<file path="src/rtl/simon_arb_pkg.sv">
// rtl/simon_arb_pkg.sv - shared states, phase lengths and data types for the SIMON round-robin arbiter
package simon_arb_pkg;

    // Default SIMON 32/64 geometry: 16-bit words, four key words
    localparam int SIMON_N = 16;
    localparam int SIMON_M = 4;

    // Length in cycles of the engine start and result-acknowledge strobes
    localparam int ISSUE_CYC = 2;
    localparam int READ_CYC  = 2;

    typedef enum logic [2:0] {
        IDLE,
        ISSUE,
        WAIT,
        READ,
        RESP
    } arb_state_e;

    typedef logic [2*SIMON_N-1:0]             block_t;
    typedef logic [SIMON_M-1:0][SIMON_N-1:0]  key_t;

endpackage

</file>
<file path="src/rtl/simon_rr_pick.sv">
// rtl/simon_rr_pick.sv - combinational round-robin picker starting the search at rr_ptr_i
module simon_rr_pick
    import simon_arb_pkg::*;
#(
    parameter int R  = 2,
    parameter int PW = (R > 1) ? $clog2(R) : 1
) (
    input  logic [R-1:0]  req_valid_i,
    input  logic [PW-1:0] rr_ptr_i,
    output logic [PW-1:0] grant_o,
    output logic          any_valid_o
);

    logic [PW-1:0] idx;

    // Walk the ring from the far end back to rr_ptr_i so the nearest valid line wins
    always_comb begin
        grant_o     = '0;
        any_valid_o = 1'b0;
        idx         = '0;
        for (int k = R - 1; k >= 0; k--) begin
            idx = PW'((int'(rr_ptr_i) + k) % R);
            if (req_valid_i[idx]) begin
                grant_o     = idx;
                any_valid_o = 1'b1;
            end
        end
    end

endmodule

</file>
<file path="src/rtl/simon_rr_arbiter.sv">
// rtl/simon_rr_arbiter.sv - round-robin sequencer sharing one SIMON engine; SIMON_ARB_TIMEOUT_EN adds a WAIT timeout and resp_err
module simon_rr_arbiter
    import simon_arb_pkg::*;
#(
    parameter int N = SIMON_N,
    parameter int M = SIMON_M,
    parameter int R = 2
`ifdef SIMON_ARB_TIMEOUT_EN
    ,
    parameter int TMO = 255
`endif
) (
    input  logic                       clk,
    input  logic                       nR,
    input  logic [R-1:0]               req_valid,
    output logic [R-1:0]               req_ready,
    input  logic [R-1:0][2*N-1:0]      req_plain,
    input  logic [R-1:0][M-1:0][N-1:0] req_key,
    output logic [R-1:0]               resp_valid,
    input  logic [R-1:0]               resp_ready,
    output logic [2*N-1:0]             resp_cipher,
`ifdef SIMON_ARB_TIMEOUT_EN
    output logic                       resp_err,
`endif
    output logic                       busy,
    output logic                       eng_newData,
    output logic                       eng_readData,
    output logic [2*N-1:0]             eng_plain,
    output logic [M-1:0][N-1:0]        eng_key,
    input  logic                       eng_doneData,
    input  logic [2*N-1:0]             eng_cipher
);

    localparam int PW = (R > 1) ? $clog2(R) : 1;

    arb_state_e             state_q, state_d;
    logic [PW-1:0]          rr_ptr_q, rr_ptr_d;
    logic [PW-1:0]          gid_q, gid_d;
    logic [1:0]             cyc_q, cyc_d;
    logic [R-1:0]           req_ready_q, req_ready_d;
    logic [R-1:0]           resp_valid_q, resp_valid_d;
    logic                   newdata_q, newdata_d;
    logic                   readdata_q, readdata_d;
    logic [2*N-1:0]         plain_q, plain_d;
    logic [M-1:0][N-1:0]    key_q, key_d;
    logic [2*N-1:0]         cipher_q, cipher_d;
    logic                   busy_q, busy_d;
    logic                   go_read;

    logic [PW-1:0]          pick;
    logic                   any_valid;

`ifdef SIMON_ARB_TIMEOUT_EN
    localparam int TW = $clog2(TMO + 1);
    logic [TW-1:0]          wcnt_q, wcnt_d;
    logic                   tmo_q, tmo_d;
    logic                   err_q, err_d;
`endif

    simon_rr_pick #(
        .R  (R),
        .PW (PW)
    ) u_pick (
        .req_valid_i (req_valid),
        .rr_ptr_i    (rr_ptr_q),
        .grant_o     (pick),
        .any_valid_o (any_valid)
    );

    // Next-state and next-output logic; every output is the registered copy of its _d
    always_comb begin
        state_d      = state_q;
        rr_ptr_d     = rr_ptr_q;
        gid_d        = gid_q;
        cyc_d        = cyc_q;
        req_ready_d  = '0;
        resp_valid_d = resp_valid_q;
        newdata_d    = 1'b0;
        readdata_d   = 1'b0;
        plain_d      = plain_q;
        key_d        = key_q;
        cipher_d     = cipher_q;
        go_read      = 1'b0;
`ifdef SIMON_ARB_TIMEOUT_EN
        wcnt_d       = wcnt_q;
        tmo_d        = tmo_q;
        err_d        = err_q;
`endif
        case (state_q)
            IDLE: begin
                if (any_valid) begin
                    req_ready_d = R'(1) << pick;
                    plain_d     = req_plain[pick];
                    key_d       = req_key[pick];
                    gid_d       = pick;
                    rr_ptr_d    = (pick == PW'(R - 1)) ? '0 : pick + PW'(1);
                    cyc_d       = '0;
                    newdata_d   = 1'b1;
                    state_d     = ISSUE;
                end
            end
            ISSUE: begin
                if (cyc_q == 2'(ISSUE_CYC - 1)) begin
                    state_d = WAIT;
`ifdef SIMON_ARB_TIMEOUT_EN
                    wcnt_d  = '0;
                    tmo_d   = 1'b0;
`endif
                end else begin
                    cyc_d     = cyc_q + 2'd1;
                    newdata_d = 1'b1;
                end
            end
            WAIT: begin
                if (eng_doneData) begin
                    cipher_d = eng_cipher;
                    go_read  = 1'b1;
                end
`ifdef SIMON_ARB_TIMEOUT_EN
                else if (wcnt_q == TW'(TMO - 1)) begin
                    cipher_d = '0;
                    tmo_d    = 1'b1;
                    go_read  = 1'b1;
                end else begin
                    wcnt_d = wcnt_q + TW'(1);
                end
`endif
                if (go_read) begin
                    readdata_d = 1'b1;
                    cyc_d      = '0;
                    state_d    = READ;
                end
            end
            READ: begin
                if (cyc_q == 2'(READ_CYC - 1)) begin
                    resp_valid_d = R'(1) << gid_q;
                    state_d      = RESP;
`ifdef SIMON_ARB_TIMEOUT_EN
                    err_d        = tmo_q;
`endif
                end else begin
                    cyc_d      = cyc_q + 2'd1;
                    readdata_d = 1'b1;
                end
            end
            RESP: begin
                // Only the granted line's ready completes the handshake
                if (resp_ready[gid_q]) begin
                    resp_valid_d = '0;
                    state_d      = IDLE;
`ifdef SIMON_ARB_TIMEOUT_EN
                    err_d        = 1'b0;
`endif
                end
            end
            default: begin
                state_d = IDLE;
            end
        endcase
        busy_d = (state_d != IDLE);
    end

    // State and output registers; reset abandons any job in flight
    always_ff @(posedge clk) begin
        if (!nR) begin
            state_q      <= IDLE;
            rr_ptr_q     <= '0;
            gid_q        <= '0;
            cyc_q        <= '0;
            req_ready_q  <= '0;
            resp_valid_q <= '0;
            newdata_q    <= 1'b0;
            readdata_q   <= 1'b0;
            plain_q      <= '0;
            key_q        <= '0;
            cipher_q     <= '0;
            busy_q       <= 1'b0;
`ifdef SIMON_ARB_TIMEOUT_EN
            wcnt_q       <= '0;
            tmo_q        <= 1'b0;
            err_q        <= 1'b0;
`endif
        end else begin
            state_q      <= state_d;
            rr_ptr_q     <= rr_ptr_d;
            gid_q        <= gid_d;
            cyc_q        <= cyc_d;
            req_ready_q  <= req_ready_d;
            resp_valid_q <= resp_valid_d;
            newdata_q    <= newdata_d;
            readdata_q   <= readdata_d;
            plain_q      <= plain_d;
            key_q        <= key_d;
            cipher_q     <= cipher_d;
            busy_q       <= busy_d;
`ifdef SIMON_ARB_TIMEOUT_EN
            wcnt_q       <= wcnt_d;
            tmo_q        <= tmo_d;
            err_q        <= err_d;
`endif
        end
    end

    assign req_ready    = req_ready_q;
    assign resp_valid   = resp_valid_q;
    assign resp_cipher  = cipher_q;
    assign busy         = busy_q;
    assign eng_newData  = newdata_q;
    assign eng_readData = readdata_q;
    assign eng_plain    = plain_q;
    assign eng_key      = key_q;
`ifdef SIMON_ARB_TIMEOUT_EN
    assign resp_err     = err_q;
`endif

endmodule

</file>
<file path="config.mk">
export PLATFORM = sky130hd
export DESIGN_NAME = simon_rr_arbiter
export DESIGN_NICKNAME = d
export VERILOG_FILES = /design/src/rtl/simon_arb_pkg.sv /design/src/rtl/simon_rr_pick.sv /design/src/rtl/simon_rr_arbiter.sv
export SDC_FILE = /design/constraint.sdc
export NUM_CORES = 1
export LEC_CHECK = 0
export BUFFER_PORTS_ARGS = -buffer_cell sky130_fd_sc_hd__buf_4
export CAP_MARGIN = 0
export CORE_AREA = 2 2 143 145
export CTS_CLUSTER_SIZE = 25
export DETAILED_ROUTE_END_ITERATION = 7
export DIE_AREA = 0 0 145 147
export GPL_ROUTABILITY_DRIVEN = 0
export PLACE_DENSITY = 0.63
export SYNTH_ARGS = -nofsm -noshare
export SYNTH_HDL_FRONTEND = slang
export SYNTH_HIERARCHICAL = 1
export SYNTH_SLANG_ARGS = --single-unit
export TNS_END_PERCENT = 5
</file>
<file path="constraint.sdc">
create_clock -name clk -period 1.55 [get_ports clk]
set_input_delay 0.155 -clock clk [delete_from_list [all_inputs] [get_ports clk]]
set_output_delay 0.155 -clock clk [all_outputs]
set_load 0.01 [all_outputs]
</file>
==> metrics.md <==
| Metric | Value |
|---|---|
| Run status | complete, no violations |
| Synth warn | 6 |
| Initial antenna violation count | 0 |
| Most common cell after layout, fill and taps aside | buf_4 |
| Required time of the critical path | 1.86 ns |
| Min-Delay Path Class | in -> reg |
| Routed wire length | 19700 µm |
| Post-DP HPWL | 14400 µm |
| Post-synthesis simple-gate area fraction | 0.125 |
| Synth Area in XOR/XNOR | 0.00138 |
| Die Area | 21300 µm² |
| CTS Sinks | 142 |
| Most frequent cells in the layout | 387 x buf_4, 166 x nand2_1, 140 x dfxtp_1, 96 x o211a_1, 89 x mux2i_1 |
| Site row count | 52 |
| Top cells by area, synth | dfxtp_1 45%, mux2i_1 15%, o211a_1 15% |
| Share of layout cells above drive strength 1 | 0.435 |
| Post-Synthesis Cells | 636 |
| Final setup fails | 0 |
| Fin. max-slew vios | 0 |
| Largest area contributor in the netlist | dfxtp_1 |
| Floorplan Core Area | 19800 µm² |
| Grt total ovfl | 0 |
| Remaining DRCs | 0 |
| Type of the worst setup path | reg -> reg |
| First-iteration detailed-routing DRC count | 200 |
| Mux contribution to synthesized area | 0.158 |
| Via Count | 6150 |
| Post-synth cell types | 33 |
| Fmax | 0.691 GHz |
| Starting Density | 0.320 |
| Compound-Gate Fraction of Synth Area | 0.200 |
| Crit Reg-Reg Endpoint | eng_key[46] |
| Cell area after synthesis | 6360 µm² |
| Nets | 1263 |
| Post-route ant nets | 0 |
| Tcrit/Tclk final | 0.934 |
| DIE WIDTH | 145 µm |
| Yosys top cell area share | 0.447 |
| Num ports | 366 |
| Reg clk slew, reported paths | 0.06 ns |
| Fin util | 0.525 |
| Via density | 4.68 |
| Inserted Clock Buffers | 17 |
| Hold Fails Final Rpt | 0 |
| Avg Inst Size Synth | 10.0 µm² |
| Max Buffers Root-to-Sink | 2 |
| CP max stage delay | 0.33 ns |
| Power per cell area | 1010 nW/µm² |
| Slew HR | 0.767 |
| Synth Area in Adders | 0.00197 |
| Worst R2R Path Depth | 7 |
| Critical-path cell list | inv_2, a21boi_4, buf_12, buf_16, mux2i_2, nand2_1, o211a_1 |
| CTS Root Cell | clkbuf_16 |
| Largest net degree at the start of global routing | 48 |
| Synthesized flop and latch total | 142 |
| GR Util All Layers | 0.179 |
| R2r setup slk | 0.10 ns |
| Worst slew pin tran | 0.349 ns |
| Startpoint class of the critical path | register |
| Clk_skew | 0.0106 ns |
| Ant diodes | 0 |
| Top delay family on crit path | buffers and inverters |
| Wire length per cell | 15.0 µm |
| Critical path data arrival time | 1.76 ns |
| Die H | 147 µm |
| Crit path buf inv count | 3 |
| Worst hold stages | 3 |
| Synth Net Count | 868 |
| PortBufs | 365 |
| Worst path slowest cell | dfxtp_2 |
| Sequential share of the synthesized area | 0.447 |
| Min Tclk post-route | 1.45 ns |
| H-tree level count | 4 |
| Clock latency on the worst-skew pair | 0.42 ns |
| Crit end category | register |
| Maximum VDD drop | 0.686 mV |
| Setup TNS | 0 ns |
| Hold EP | resp_cipher[30] |
| FILL cells | 1874 |
| 1st-pass router iterations | 4 |
| Vias in the first global route | 5983 |
| Max_cap viols | 0 |
| RSZ-0062 raised after global routing | false |
| Crit Path Max Fanout | 22 |
| First-pass GRT wire length | 30700 µm |
| Hold wc startpoint | eng_cipher[30] |
| Largest family of logic cells by synthesized area | compound AO/OA/AOI/OAI gates |
| CTS tree | done |
| Area grow syn2layout | 63.8% |
| Worst r2r src | rr_ptr_q |
| Leakage power | 0.00552 µW |
-- worst max path at each step --
| stage | start | cells after the start | to | slack [ns] |
|---|---|---|---|---|
| global route | rr_ptr_q | 7 | eng_key[17] | 0.002 |
| floorplan | rr_ptr_q | 7 | eng_key[3] | 0.19 |
| global placement | rr_ptr_q | 7 | eng_key[13] | 0.07 |
| detailed placement | rr_ptr_q | 7 | eng_key[46] | 0.03 |
| CTS | rr_ptr_q | 7 | eng_key[5] | 0.007 |
| finish | rr_ptr_q | 7 | eng_key[46] | 0.10 |
-- logic make-up after synthesis --
logic type | Yosys count
AND/OR/NAND/NOR | 191
flip-flops | 142
AO/OA/AOI/OAI | 139
multiplexers | 100
buffers and inverters | 62
XOR/XNOR | 1
adder cells (fa/ha/maj) | 1
-- area by class of cell --
type                    instances  area [µm²]  share of cell area
clock buffers                  19         433              0.0416
multi-input cells             432        3150               0.302
inverters                       5        18.8             0.00180
well taps                     270         338              0.0324
repair buffers                433        3520               0.338
clock inverters                12         115              0.0111
flip-flops and latches        142        2850               0.273
-- timing repair --
item                                   CTS  global route
buffers inserted                         0             1
setup endpoints to repair                0            78
endpoints found under the hold margin   29             0
hold buffers                            29             0
gates resized for setup                  0            17
-- metrics by stage --
| step | setup slack, ns | total power (µW) | area (µm²) | hold WS [ns] | cells |
|---|---|---|---|---|---|
| 2_1_floorplan | 0.190 | 5440 | 6360 | 0.290 | 636 |
| 3_3_place_gp | 0.0660 | 6690 | 9510 | 0.404 | 1252 |
| 3_5_place_dp | 0.0309 | 6710 | 9510 | 0.411 | 1252 |
| 4_1_cts | 0.00717 | 10700 | 10300 | 0.000361 | 1312 |
| 5_1_grt | 0.00170 | 11100 | 10400 | 0.0103 | 1313 |
| 6_report | 0.103 | 10500 | 10400 | 0.0123 | 1313 |
-- sequential cells by signal, indices dropped and copies added (netlist names) --
name and count:
busy 1, resp_cipher 32, req_ready 2, state_q 3, eng_newData 1, resp_valid 2, eng_key 64, eng_readData 1
gid_q 1, cyc_q 2, rr_ptr_q 1, eng_plain 32
-- report_power, final --
| part | leakage [µW] | internal [µW] | switching [µW] |
|---|---|---|---|
| clock | 0.000248 | 2210 | 1620 |
| sequential | 0.00117 | 3990 | 189 |
| combinational | 0.00410 | 1460 | 1070 |
-- synth_stat cells (all sizes together) --
cell and n:
or4b 1, nand4b 2, nor3b 1, xor2 1, or2 2, and2 1, and4bb 1, nor2b 4
o211a 96, nor2 7, o21a 1, nand2 166, a21boi 34, inv 5, ha 1, o211ai 1
nand3 1, dfxtp 142, o21ai 2, mux2 2, nor3 1, mux2i 98, a31oi 2, a21oi 3
buf 42, nor4b 2, clkbuf 15, and3 2
-- worst register-to-register path, stage by stage (launching register included) --
cell and delay [ns]:
dfxtp_2 0.33, inv_2 0.04, a21boi_4 0.17, buf_12 0.16
buf_16 0.19, mux2i_2 0.26, nand2_1 0.08, o211a_1 0.12
-- routing by layer --
metal | global-route usage | part of all wire
met4 | 0.0688 | 0.023
met3 | 0.0599 | 0.071
met1 | 0.206 | 0.41
met5 | 0 | 0
met2 | 0.310 | 0.49
Note: power is estimated with default switching activity, not from simulation.
